`src/rtl/cpu_pkg.sv`:
```
// cpu_pkg: shared definitions for the MIPS datapath.
// Memory width codes (shared with the control decoder) and the memory-stage FSM states.
package cpu_pkg;

    localparam logic [1:0] MEM_NONE = 2'b00;
    localparam logic [1:0] MEM_B    = 2'b01;
    localparam logic [1:0] MEM_H    = 2'b10;
    localparam logic [1:0] MEM_W    = 2'b11;

    typedef enum logic [1:0] {
        IDLE   = 2'd0,
        ACCESS = 2'd1,
        DONE   = 2'd2
    } mem_state_t;

endpackage

```
`src/rtl/mem_access_unit_if.sv`:
```
// mem_access_unit_if: req/ack data-memory bus.
// master drives req/we/addr/be/wdata; slave returns rdata/ack.
interface mem_access_unit_if;

    logic        mem_req;
    logic        mem_we;
    logic [31:0] mem_addr;
    logic [3:0]  mem_be;
    logic [31:0] mem_wdata;
    logic [31:0] mem_rdata;
    logic        mem_ack;

    modport master (
        output mem_req,
        output mem_we,
        output mem_addr,
        output mem_be,
        output mem_wdata,
        input  mem_rdata,
        input  mem_ack
    );

    modport slave (
        input  mem_req,
        input  mem_we,
        input  mem_addr,
        input  mem_be,
        input  mem_wdata,
        output mem_rdata,
        output mem_ack
    );

endinterface

```
`src/rtl/mem_lane.sv`:
```
// mem_lane: little-endian lane logic for byte/half/word accesses.
// in: width, lo (addr[1:0]), sdata, word; out: be, wdata, ldata, misalign.
module mem_lane
    import cpu_pkg::*;
(
    input  logic [1:0]  width,
    input  logic [1:0]  lo,
    input  logic [31:0] sdata,
    input  logic [31:0] word,
    output logic [3:0]  be,
    output logic [31:0] wdata,
    output logic [31:0] ldata,
    output logic        misalign
);

    logic [7:0]  lane_b;
    logic [15:0] lane_h;

    assign lane_b = word[{lo, 3'b000} +: 8];
    assign lane_h = word[{lo[1], 4'b0000} +: 16];

    always_comb begin
        be       = 4'b0000;
        wdata    = sdata;
        ldata    = '0;
        misalign = 1'b0;
        case (width)
            MEM_B: begin
                be    = 4'b0001 << lo;
                wdata = {4{sdata[7:0]}};
                ldata = {{24{lane_b[7]}}, lane_b};
            end
            MEM_H: begin
                be       = lo[1] ? 4'b1100 : 4'b0011;
                wdata    = {2{sdata[15:0]}};
                ldata    = {{16{lane_h[15]}}, lane_h};
                misalign = lo[0];
            end
            MEM_W: begin
                be       = 4'b1111;
                ldata    = word;
                misalign = (lo != 2'b00);
            end
            default: ;
        endcase
    end

endmodule

```
`src/rtl/mem_access_unit.sv`:
```
// mem_access_unit: data-memory access stage, stalls the core until each access retires.
// in: clk, rst, MemRead, MemWrite, addr, wdata; out: stall, done, err, rdata; bus: memory master.
module mem_access_unit
    import cpu_pkg::*;
#(
    parameter int TIMEOUT = 15
) (
    input  logic               clk,
    input  logic               rst,
    input  logic [1:0]         MemRead,
    input  logic [1:0]         MemWrite,
    input  logic [31:0]        addr,
    input  logic [31:0]        wdata,
    output logic               stall,
    output logic               done,
    output logic               err,
    output logic [31:0]        rdata,
    mem_access_unit_if.master  bus
);

    localparam int CW = (TIMEOUT > 0) ? $clog2(TIMEOUT + 1) : 1;

    mem_state_t state, state_nx;

    logic [1:0]    width_q;
    logic [1:0]    lo_q;
    logic          we_q;
    logic          err_q;
    logic [CW-1:0] cnt;
    logic [31:0]   addr_q;
    logic [31:0]   wdata_q;
    logic [31:0]   rdata_q;
    logic [3:0]    be_q;

    logic        req;
    logic        is_wr;
    logic        conflict;
    logic [1:0]  live_width;
    logic [1:0]  ln_width;
    logic [1:0]  ln_lo;
    logic [3:0]  ln_be;
    logic [31:0] ln_wdata;
    logic [31:0] ln_ldata;
    logic        ln_mis;
    logic        ack_hit;
    logic        to_hit;

    // A write takes precedence when the decoder asserts both.
    assign is_wr      = (MemWrite != MEM_NONE);
    assign req        = is_wr || (MemRead != MEM_NONE);
    assign conflict   = is_wr && (MemRead != MEM_NONE);
    assign live_width = is_wr ? MemWrite : MemRead;

    // Lane logic sees live inputs when accepting, latched ones during the access.
    assign ln_width = (state == IDLE) ? live_width : width_q;
    assign ln_lo    = (state == IDLE) ? addr[1:0]  : lo_q;

    mem_lane u_lane (
        .width    (ln_width),
        .lo       (ln_lo),
        .sdata    (wdata),
        .word     (bus.mem_rdata),
        .be       (ln_be),
        .wdata    (ln_wdata),
        .ldata    (ln_ldata),
        .misalign (ln_mis)
    );

    assign ack_hit = (state == ACCESS) && bus.mem_ack;
    assign to_hit  = (state == ACCESS) && !bus.mem_ack && (TIMEOUT != 0)
                     && (int'(cnt) == TIMEOUT - 1);

    always_ff @(posedge clk or posedge rst) begin
        if (rst) state <= IDLE;
        else     state <= state_nx;
    end

    always_comb begin
        state_nx = state;
        case (state)
            IDLE:    if (req) state_nx = ln_mis ? DONE : ACCESS;
            ACCESS:  if (ack_hit || to_hit) state_nx = DONE;
            DONE:    state_nx = IDLE;
            default: state_nx = IDLE;
        endcase
    end

    always_ff @(posedge clk or posedge rst) begin
        if (rst) begin
            width_q <= MEM_NONE;
            lo_q    <= 2'b00;
            we_q    <= 1'b0;
            err_q   <= 1'b0;
            cnt     <= '0;
            addr_q  <= '0;
            wdata_q <= '0;
            rdata_q <= '0;
            be_q    <= 4'b0000;
        end else begin
            case (state)
                IDLE: begin
                    if (req) begin
                        width_q <= live_width;
                        lo_q    <= addr[1:0];
                        we_q    <= is_wr;
                        addr_q  <= {addr[31:2], 2'b00};
                        be_q    <= ln_be;
                        wdata_q <= ln_wdata;
                        err_q   <= ln_mis || conflict;
                        cnt     <= '0;
                    end
                end
                ACCESS: begin
                    if (ack_hit) begin
                        if (!we_q) rdata_q <= ln_ldata;
                    end else if (to_hit) begin
                        err_q   <= 1'b1;
                        rdata_q <= '0;
                    end else if (int'(cnt) < TIMEOUT) begin
                        // Saturates at TIMEOUT so the counter never wraps.
                        cnt <= cnt + 1'b1;
                    end
                end
                DONE:    err_q <= 1'b0;
                default: ;
            endcase
        end
    end

    assign stall = ((state == IDLE) && req) || (state == ACCESS);
    assign done  = (state == DONE);
    assign err   = (state == DONE) && err_q;
    assign rdata = rdata_q;

    assign bus.mem_req   = (state == ACCESS);
    assign bus.mem_we    = we_q;
    assign bus.mem_addr  = addr_q;
    assign bus.mem_be    = be_q;
    assign bus.mem_wdata = wdata_q;

endmodule

```
`src/flat_wrapper.sv`:
```
// flat-port wrapper written by rule: the top's interface ports become plain ports
module mem_access_unit_flat import cpu_pkg::*;
#(
    parameter int TIMEOUT = 15
)
  (clk, rst, MemRead, MemWrite, addr, wdata, stall, done, err, rdata, bus_mem_req, bus_mem_we, bus_mem_addr, bus_mem_be, bus_mem_wdata, bus_mem_rdata, bus_mem_ack);
  mem_access_unit_if bus_i ();
  input  logic clk;
  input  logic rst;
  input  logic [1:0] MemRead;
  input  logic [1:0] MemWrite;
  input  logic [31:0] addr;
  input  logic [31:0] wdata;
  output logic stall;
  output logic done;
  output logic err;
  output logic [31:0] rdata;
  output wire logic [$bits(bus_i.mem_req)-1:0] bus_mem_req;
  output wire logic [$bits(bus_i.mem_we)-1:0] bus_mem_we;
  output wire logic [$bits(bus_i.mem_addr)-1:0] bus_mem_addr;
  output wire logic [$bits(bus_i.mem_be)-1:0] bus_mem_be;
  output wire logic [$bits(bus_i.mem_wdata)-1:0] bus_mem_wdata;
  input wire logic [$bits(bus_i.mem_rdata)-1:0] bus_mem_rdata;
  input wire logic [$bits(bus_i.mem_ack)-1:0] bus_mem_ack;
  assign bus_mem_req = bus_i.mem_req;
  assign bus_mem_we = bus_i.mem_we;
  assign bus_mem_addr = bus_i.mem_addr;
  assign bus_mem_be = bus_i.mem_be;
  assign bus_mem_wdata = bus_i.mem_wdata;
  assign bus_i.mem_rdata = bus_mem_rdata;
  assign bus_i.mem_ack = bus_mem_ack;
  mem_access_unit #(.TIMEOUT(TIMEOUT)) u_core (.clk(clk), .rst(rst), .MemRead(MemRead), .MemWrite(MemWrite), .addr(addr), .wdata(wdata), .stall(stall), .done(done), .err(err), .rdata(rdata), .bus(bus_i));
endmodule
```
`config.mk`:
```
export PLATFORM = sky130hd
export DESIGN_NAME = mem_access_unit_flat
export DESIGN_NICKNAME = d
export VERILOG_FILES = /design/src/rtl/cpu_pkg.sv /design/src/rtl/mem_access_unit_if.sv /design/src/rtl/mem_lane.sv /design/src/rtl/mem_access_unit.sv /design/src/flat_wrapper.sv
export SDC_FILE = /design/constraint.sdc
export NUM_CORES = 1
export LEC_CHECK = 0
export ABC_AREA = 1
export CORE_MARGIN = 2
export CORE_UTILIZATION = 42
export CTS_CLUSTER_DIAMETER = 60
export CTS_CLUSTER_SIZE = 25
export DETAILED_ROUTE_END_ITERATION = 7
export PLACE_DENSITY = 0.8
export SETUP_SLACK_MARGIN = 0.2
export SLEW_MARGIN = 20
export SYNTH_ARGS = -nofsm -noshare
export SYNTH_HDL_FRONTEND = slang
export SYNTH_SLANG_ARGS = --single-unit
```
`constraint.sdc`:
```
create_clock -name clk -period 3.3 [get_ports clk]
set_clock_uncertainty 0.15 [all_clocks]
set_input_delay 0.33 -clock clk [delete_from_list [all_inputs] [get_ports clk]]
set_output_delay 0.33 -clock clk [all_outputs]
set_load 0.01 [all_outputs]
```
# Yosys cells after proc, flatten, opt, wreduce, memory -nomap -nowiden
# Index checks and enable logic that the tools add are counted.
dict set report classes {
  add_sub_neg 1
  order_cmp 1
  eq_ne 13
  shift 3
  muxes 24
  reduce_logical 23
}
# op count
set ops {}
lappend ops {{two-way mux 32 bit} 3}
lappend ops {{case mux 32 bit (3 select lines)} 1}
lappend ops {{case mux 32 bit (2 select lines)} 1}
lappend ops {{indexed part select 32 x 6 -> 16 bit} 1}
lappend ops {{indexed part select 32 x 6 -> 8 bit} 1}
lappend ops {{two-way mux 4 bit} 5}
lappend ops {{two-way mux 2 bit} 6}
lappend ops {{case mux 4 bit (3 select lines)} 1}
lappend ops {{nonzero test 2 bit} 5}
lappend ops {{inequality test 2 x 1 -> 1 bit (second input constant)} 4}
lappend ops {{case mux 4 bit (2 select lines)} 1}
lappend ops {{== test 2 bit (second input constant)} 3}
lappend ops {{logical AND 1 bit} 6}
lappend ops {{inequality test 2 bit (second input constant)} 3}
lappend ops {{AND reduction 5 bit} 1}
lappend ops {{adder 4 x 1 -> 4 bit (second input constant)} 1}
lappend ops {{== test 2 x 1 -> 1 bit (second input constant)} 2}
lappend ops {{== test 4 x 2 -> 1 bit (second input constant)} 1}
lappend ops {{logical OR 1 bit} 4}
lappend ops {{< comparator 4 bit (second input constant)} 1}
lappend ops {{case mux 2 bit (2 select lines)} 1}
lappend ops {{AND reduction 2 bit} 2}
lappend ops {{AND reduction 4 bit} 1}
lappend ops {{<< shifter 1 x 2 -> 4 bit (first input constant)} 1}
lappend ops {{7 further kinds} 9}
dict set report totals {
  reg_bits 110
  inputBits 103
  output_inout_bits 105
  wordCells 75
}

# Depth between registers and ports, before layout
# Gate-level depths: netlist of run 1.
dict set report logic_depth {
  ltp_word 8
  depth_mapped 17
  depth_no_buf 13
}

# By module
# From an unflattened synthesis of run 1, not the netlist that was laid out.
dict set report unflattened {
  hier_cells 862
  area_unflattened_um2 6030.8
}
# module instances cells_per_inst area_per_inst_um2 seq_area_each_um2
set modules_own_cells {}
lappend modules_own_cells {mem_access_unit 1 537 4541.9 2752.6}
lappend modules_own_cells {mem_lane 1 325 1488.9 0.0}

# Worst setup path after synthesis of run 1
# Ideal clock, no wire load.
dict set report synth_path {
  path_kind {register -> register}
  from {reg u_core.state[0]}
  to {reg u_core.wdata_q[10] (netlist: u_core.bus.mem_wdata[10])}
  setup_time_ns 0.082
  arrival_ns 2.225
  t_required_ns 3.068
  setup_slack_ns 0.843
  stages_incl_launch_ff 14
  path_buffers 4
  period_less_slack_ns 2.457
  path_cell_list {dfrtp_1 inv_1 ha_1 buf_6 inv_4 buf_12 nor2_1 a21oi_1 ha_1 clkbuf_1 inv_1 clkbuf_1 nand2_1 a31oi_1}
}
dict set report synth_via {
  elab_chain_cells 4
  word_cells_on_any_way 6
  classes_between {eq/ne: 2; mux: 2; reduce/logical: 2}
}
# element line
set synth_rtl {}
lappend synth_rtl {{start: declaration} mem_access_unit.sv:23} ;# mem_state_t state, state_nx;
lappend synth_rtl {{start signal: assignment} mem_access_unit.sv:75} ;# else state <= state_nx;
lappend synth_rtl {{zero test 2 bit *} {mem_access_unit.sv:55, mem_access_unit.sv:100}}
lappend synth_rtl {{two-way mux 2 bit} mem_access_unit.sv:55} ;# assign ln_width = (state == IDLE) ? live_width : width_q;
lappend synth_rtl {{== test 2 bit / == test 2 x 1 -> 1 bit (equally long branches)} mem_lane.sv:27} ;# case (width)
lappend synth_rtl {{case mux 32 bit (2 select lines)} mem_lane.sv:27}
lappend synth_rtl {{end signal: assignment} mem_access_unit.sv:108} ;# wdata_q <= ln_wdata;
lappend synth_rtl {{end: declaration} mem_access_unit.sv:31} ;# logic [31:0] wdata_q;
# Mark *: on every way between the ends. The rest lies on a longest branch, timed or not.
# A chain may end at the register's enable or synchronous reset.

# Worst setup path in the final report of run 1
dict set report layout_path {
  from {reg u_core.state[0]}
  to {reg u_core.rdata_q[9] (netlist: u_core.rdata[9])}
}
dict set report layout_via {
  elab_chain_cells 6
  word_cells_on_any_way 18
  classes_between {eq/ne: 5; shift: 2; mux: 5; reduce/logical: 6}
}
# element line
set layout_rtl {}
lappend layout_rtl {{zero test 2 bit} {mem_access_unit.sv:55, mem_access_unit.sv:56}}
lappend layout_rtl {{two-way mux 2 bit (on tied branches)} {mem_access_unit.sv:56, mem_access_unit.sv:55}}
lappend layout_rtl {{indexed part select 32 x 6 -> 16 bit (tied with other cells)} mem_lane.sv:20} ;# assign lane_h = word[{lo[1], 4'b0000} +: 16];
lappend layout_rtl {{case mux 32 bit (3 select lines)} mem_lane.sv:27}
lappend layout_rtl {{two-way mux 32 bit} mem_access_unit.sv:115} ;# if (!we_q) rdata_q <= ln_ldata;
lappend layout_rtl {{two-way mux 32 bit} mem_access_unit.sv:114} ;# if (ack_hit) begin
lappend layout_rtl {{end signal: assignment} mem_access_unit.sv:115}
lappend layout_rtl {{end: declaration} mem_access_unit.sv:32} ;# logic [31:0] rdata_q;
# Several ways; a longest one is shown, not always the timed one. The select of a mux whose other input is x is not followed.

==> summary.txt, run 1 <==
Outcome
  – Status: finished, final reports clean

Place
  – Pre-CTS setup slack: between 0.1 and 0.15 ns
  – Post-DP Area: between 0.008 and 0.009 mm^2
  – Inst Count DP: 1235
  – RePlAce Congestion: 0.848
  – Post-DP HPWL: 12700 um
  – Number of I/O port buffers: 205

STA
  – Endpoints failing setup: 0
  – Fin Hold WS: roughly 0.31 ns
  – F_max: 0.349 GHz
  – Max-slew violation count: 0
  – Slew Limit Headroom: about three fifths
  – Final Hold Viols: 0
  – RSZ-0062 raised after global routing: true
  – Setup TNS: 0 ns
  – Post-route setup slack: about 0.43 ns
  – Tcrit/Tclk final: 86.9%
  – Crit path time final: 2.87 ns
  – Worst-margin pin slew: 0.603 ns

Power and ir drop
  – Comb power frac: 60.3%
  – Max VDD drop: between 0.0005 and 0.0006 V
  – Switching power: 3.92 mW
  – Final Power: 8.60 mW
  – Clk pwr share: 12.6%
  – Seq pwr share: between 20% and 30%
  – Leak Pwr: 4.47 nW
  – Switching part of the total: 45.6%
  – Internal power: 4.67 mW
  – Power per standard cell area: 1000 mW/mm^2

Global routing
  – Pin count of the biggest net entering global routing: 111
  – Total Routing Usage GR: 23.5%
  – Global-route wire length before repair: approximately 30000 um
  – Number of global-route vias before repair: approximately 6000
  – Overflow after GRT: 0
  – Initial antenna violation count: 0

Floorplanning
  – Placeable Area: around 0.014 mm^2
  – Initial Utilization: 42.5%
  – Io pins: 208
  – Total Die Area: 0.0156 mm^2
  – Rows: between 40 and 50
  – Die Y: 125 um
  – Die X: 125 um

Clock network
  – Buffer depth of the longest clock path: 2
  – # hold bufs at CTS: 0
  – CTS tree: done
  – CTS Root Cell: clkbuf_16
  – Clk slew on worst S/H paths: 0.08 ns
  – H-Tree Depth: 3
  – Clk sink count: 110
  – Clk Latency, worst-skew pair: 0.36 ns
  – Number of CTS-inserted buffers: 9

Synth
  – Mean Syn Cell Area: 6.97 um^2
  – Cells after Synth: between 800 and 900
  – Synth cell types: 30
  – Synth Register Bits: 110
  – Post-Syn Area: 0.00613 mm^2
  – Post-synth EDFFs: 0
  – Post-synth ARST share: 100%
  – Post-synthesis sequential area ratio: roughly 45%
  – Post-synth top flop: dfrtp_1
  – Synth warnings: 0

Critical path
  – R2R cell count: 9
  – CP max FO: 25
  – Reg2reg setup slack: 0.43 ns
  – Critical Path RT: 3.45 ns
  – Setup Crit Path Kind: register to register
  – RR Startpoint: u_core.state[0]
  – Worst setup SP type: register
  – RR Endpoint: u_core.rdata[9]
  – Crit. End Element: register
  – Data arrival, critical path: between 3 and 4 ns

Routing
  – Wire per inst: around 14 um
  – Vias post-DR: approximately 6200
  – Post-route ant nets: 0
  – Final Routed Wirelength: 18100 um
  – Drc violations: 0
  – Average via count per standard cell: 4.92
  – First-pass detailed-route iteration total: 7
  – Initial DRC count: 372

Final layout
  – Final Util: 59.5%
  – Commonest non-fill, non-tap cell in the layout: nand2_1
  – Layout cells sized above 1: under 10%
  – Total Nets Final: 1176
  – Final instance area: 0.00858 mm^2
  – Fillers: 1340
  – Fin cells: roughly 1300
  – Commonest non-fill, non-tap cells in the layout: nand2_1, clkdlybuf4s50_1, dfrtp_1
  – Ant diodes: 0
  – Area growth, synth to finish: 40.0%

Run
  – Max-Cap Viols: 0

Worst hold path
  – Hold Path Class: primary input to async pin
## what timing repair did
action	in CTS	in global routing
endpoints found under the setup margin	0	45
setup buffers	0	1
resized for setup	0	1
hold endpoints to repair	0	0
## final cells by class
| cell class | instances | area (um^2) | share of cell area (%) |
|---|---|---|---|
| Sequential cell | 110 | 2750 | 32.1 |
| Multi-Input combinational cell | 635 | 2790 | 32.5 |
| Inverter | 92 | 352 | 4.10 |
| Clock buffer | 9 | 225 | 2.62 |
| Tap cell | 184 | 230 | 2.68 |
| Clock inverter | 7 | 67.6 | 0.787 |
| Timing Repair Buffer | 215 | 2160 | 25.2 |
## critical path: stages (launching register included)
cell and delay (ns):
dfrtp_1 0.41, inv_1 0.11, ha_1 0.38, inv_4 0.15
a21oi_1 0.30, ha_2 0.49, nand3_2 0.46, nand2_1 0.21
nand2_1 0.06, nand2_1 0.07
## registers in the layout (all words and copies together) (netlist names)
signal                count
u_core.cnt                4
u_core.bus.mem_addr      30
u_core.bus.mem_wdata     32
u_core.rdata             32
u_core.bus.mem_we         1
u_core.state              2
u_core.err_q              1
u_core.lo_q               2
u_core.width_q            2
u_core.bus.mem_be         4
## worst max path at each step
stage                     from  cells after the start  slack [ns]                  endpoint
6_report       u_core.state[0]                      9        0.43           u_core.rdata[9]
5_1_grt        u_core.state[1]                      9        0.20          u_core.rdata[14]
4_1_cts        u_core.state[0]                      9        0.20           u_core.rdata[7]
3_5_place_dp       MemWrite[1]                     10        0.15  u_core.bus.mem_wdata[12]
3_3_place_gp       MemWrite[1]                     11        0.25           u_core.rdata[7]
2_1_floorplan  u_core.state[0]                     13        0.84  u_core.bus.mem_wdata[10]
## per-layer routing
metal	GRT usage, %	share of wire (%)	up-vias
met5	0	0	-
met4	8.43	2.2	0
met3	7.47	9.9	25
met2	38.6	46	273
met1	29.2	42	2823
li1	-	-	3043
## logic make-up (layout without fill, tap and decap cells)
| logic type | count (synthesis) | count (layout) | synth area share, % |
|---|---|---|---|
| and+or+nand+nor | 536 | 536 | 35.6 |
| buffers and inverters | 136 | 323 | 9.83 |
| DFF | 110 | 110 | 44.9 |
| AOI/OAI and AO/OA | 85 | 85 | 7.33 |
| adders and majority gates | 10 | 10 | 2.04 |
| xor gates and xnor gates | 2 | 2 | 0.286 |
| other | 1 | 2 | 0.0612 |
## synthesized netlist by cell type (5+ instances only)
| library cell | count | area, um^2 |
|---|---|---|
| inv_1 | 90 | 338 |
| ha_1 | 10 | 125 |
| nand3_1 | 54 | 270 |
| nor2_2 | 10 | 62.6 |
| buf_6 | 5 | 56.3 |
| a21oi_1 | 45 | 225 |
| clkbuf_1 | 13 | 48.8 |
| o21ai_0 | 32 | 160 |
| buf_2 | 17 | 85.1 |
| nand2_1 | 414 | 1550 |
| nor2_1 | 41 | 154 |
| dfrtp_1 | 110 | 2750 |
## power groups by stage
stage / Combinational [mW] / Clock [mW] / Sequential (mW)
6_report: 5.18 / 1.08 / 2.34
3_5_place_dp: 5.14 / 0 / 2.34
5_1_grt: 5.78 / 1.15 / 2.41
4_1_cts: 5.17 / 1.11 / 2.34
3_3_place_gp: 5.06 / 0 / 2.33
2_1_floorplan: 2.92 / 0 / 2.56
Power figures use the tool's default switching activity.
==> run 2: changes to the inputs <==
- SKIP_CTS_REPAIR_TIMING: unset -> 1
==> results of run 2 <==
The final DEF is identical to that of run 1; final timing and power are the same.
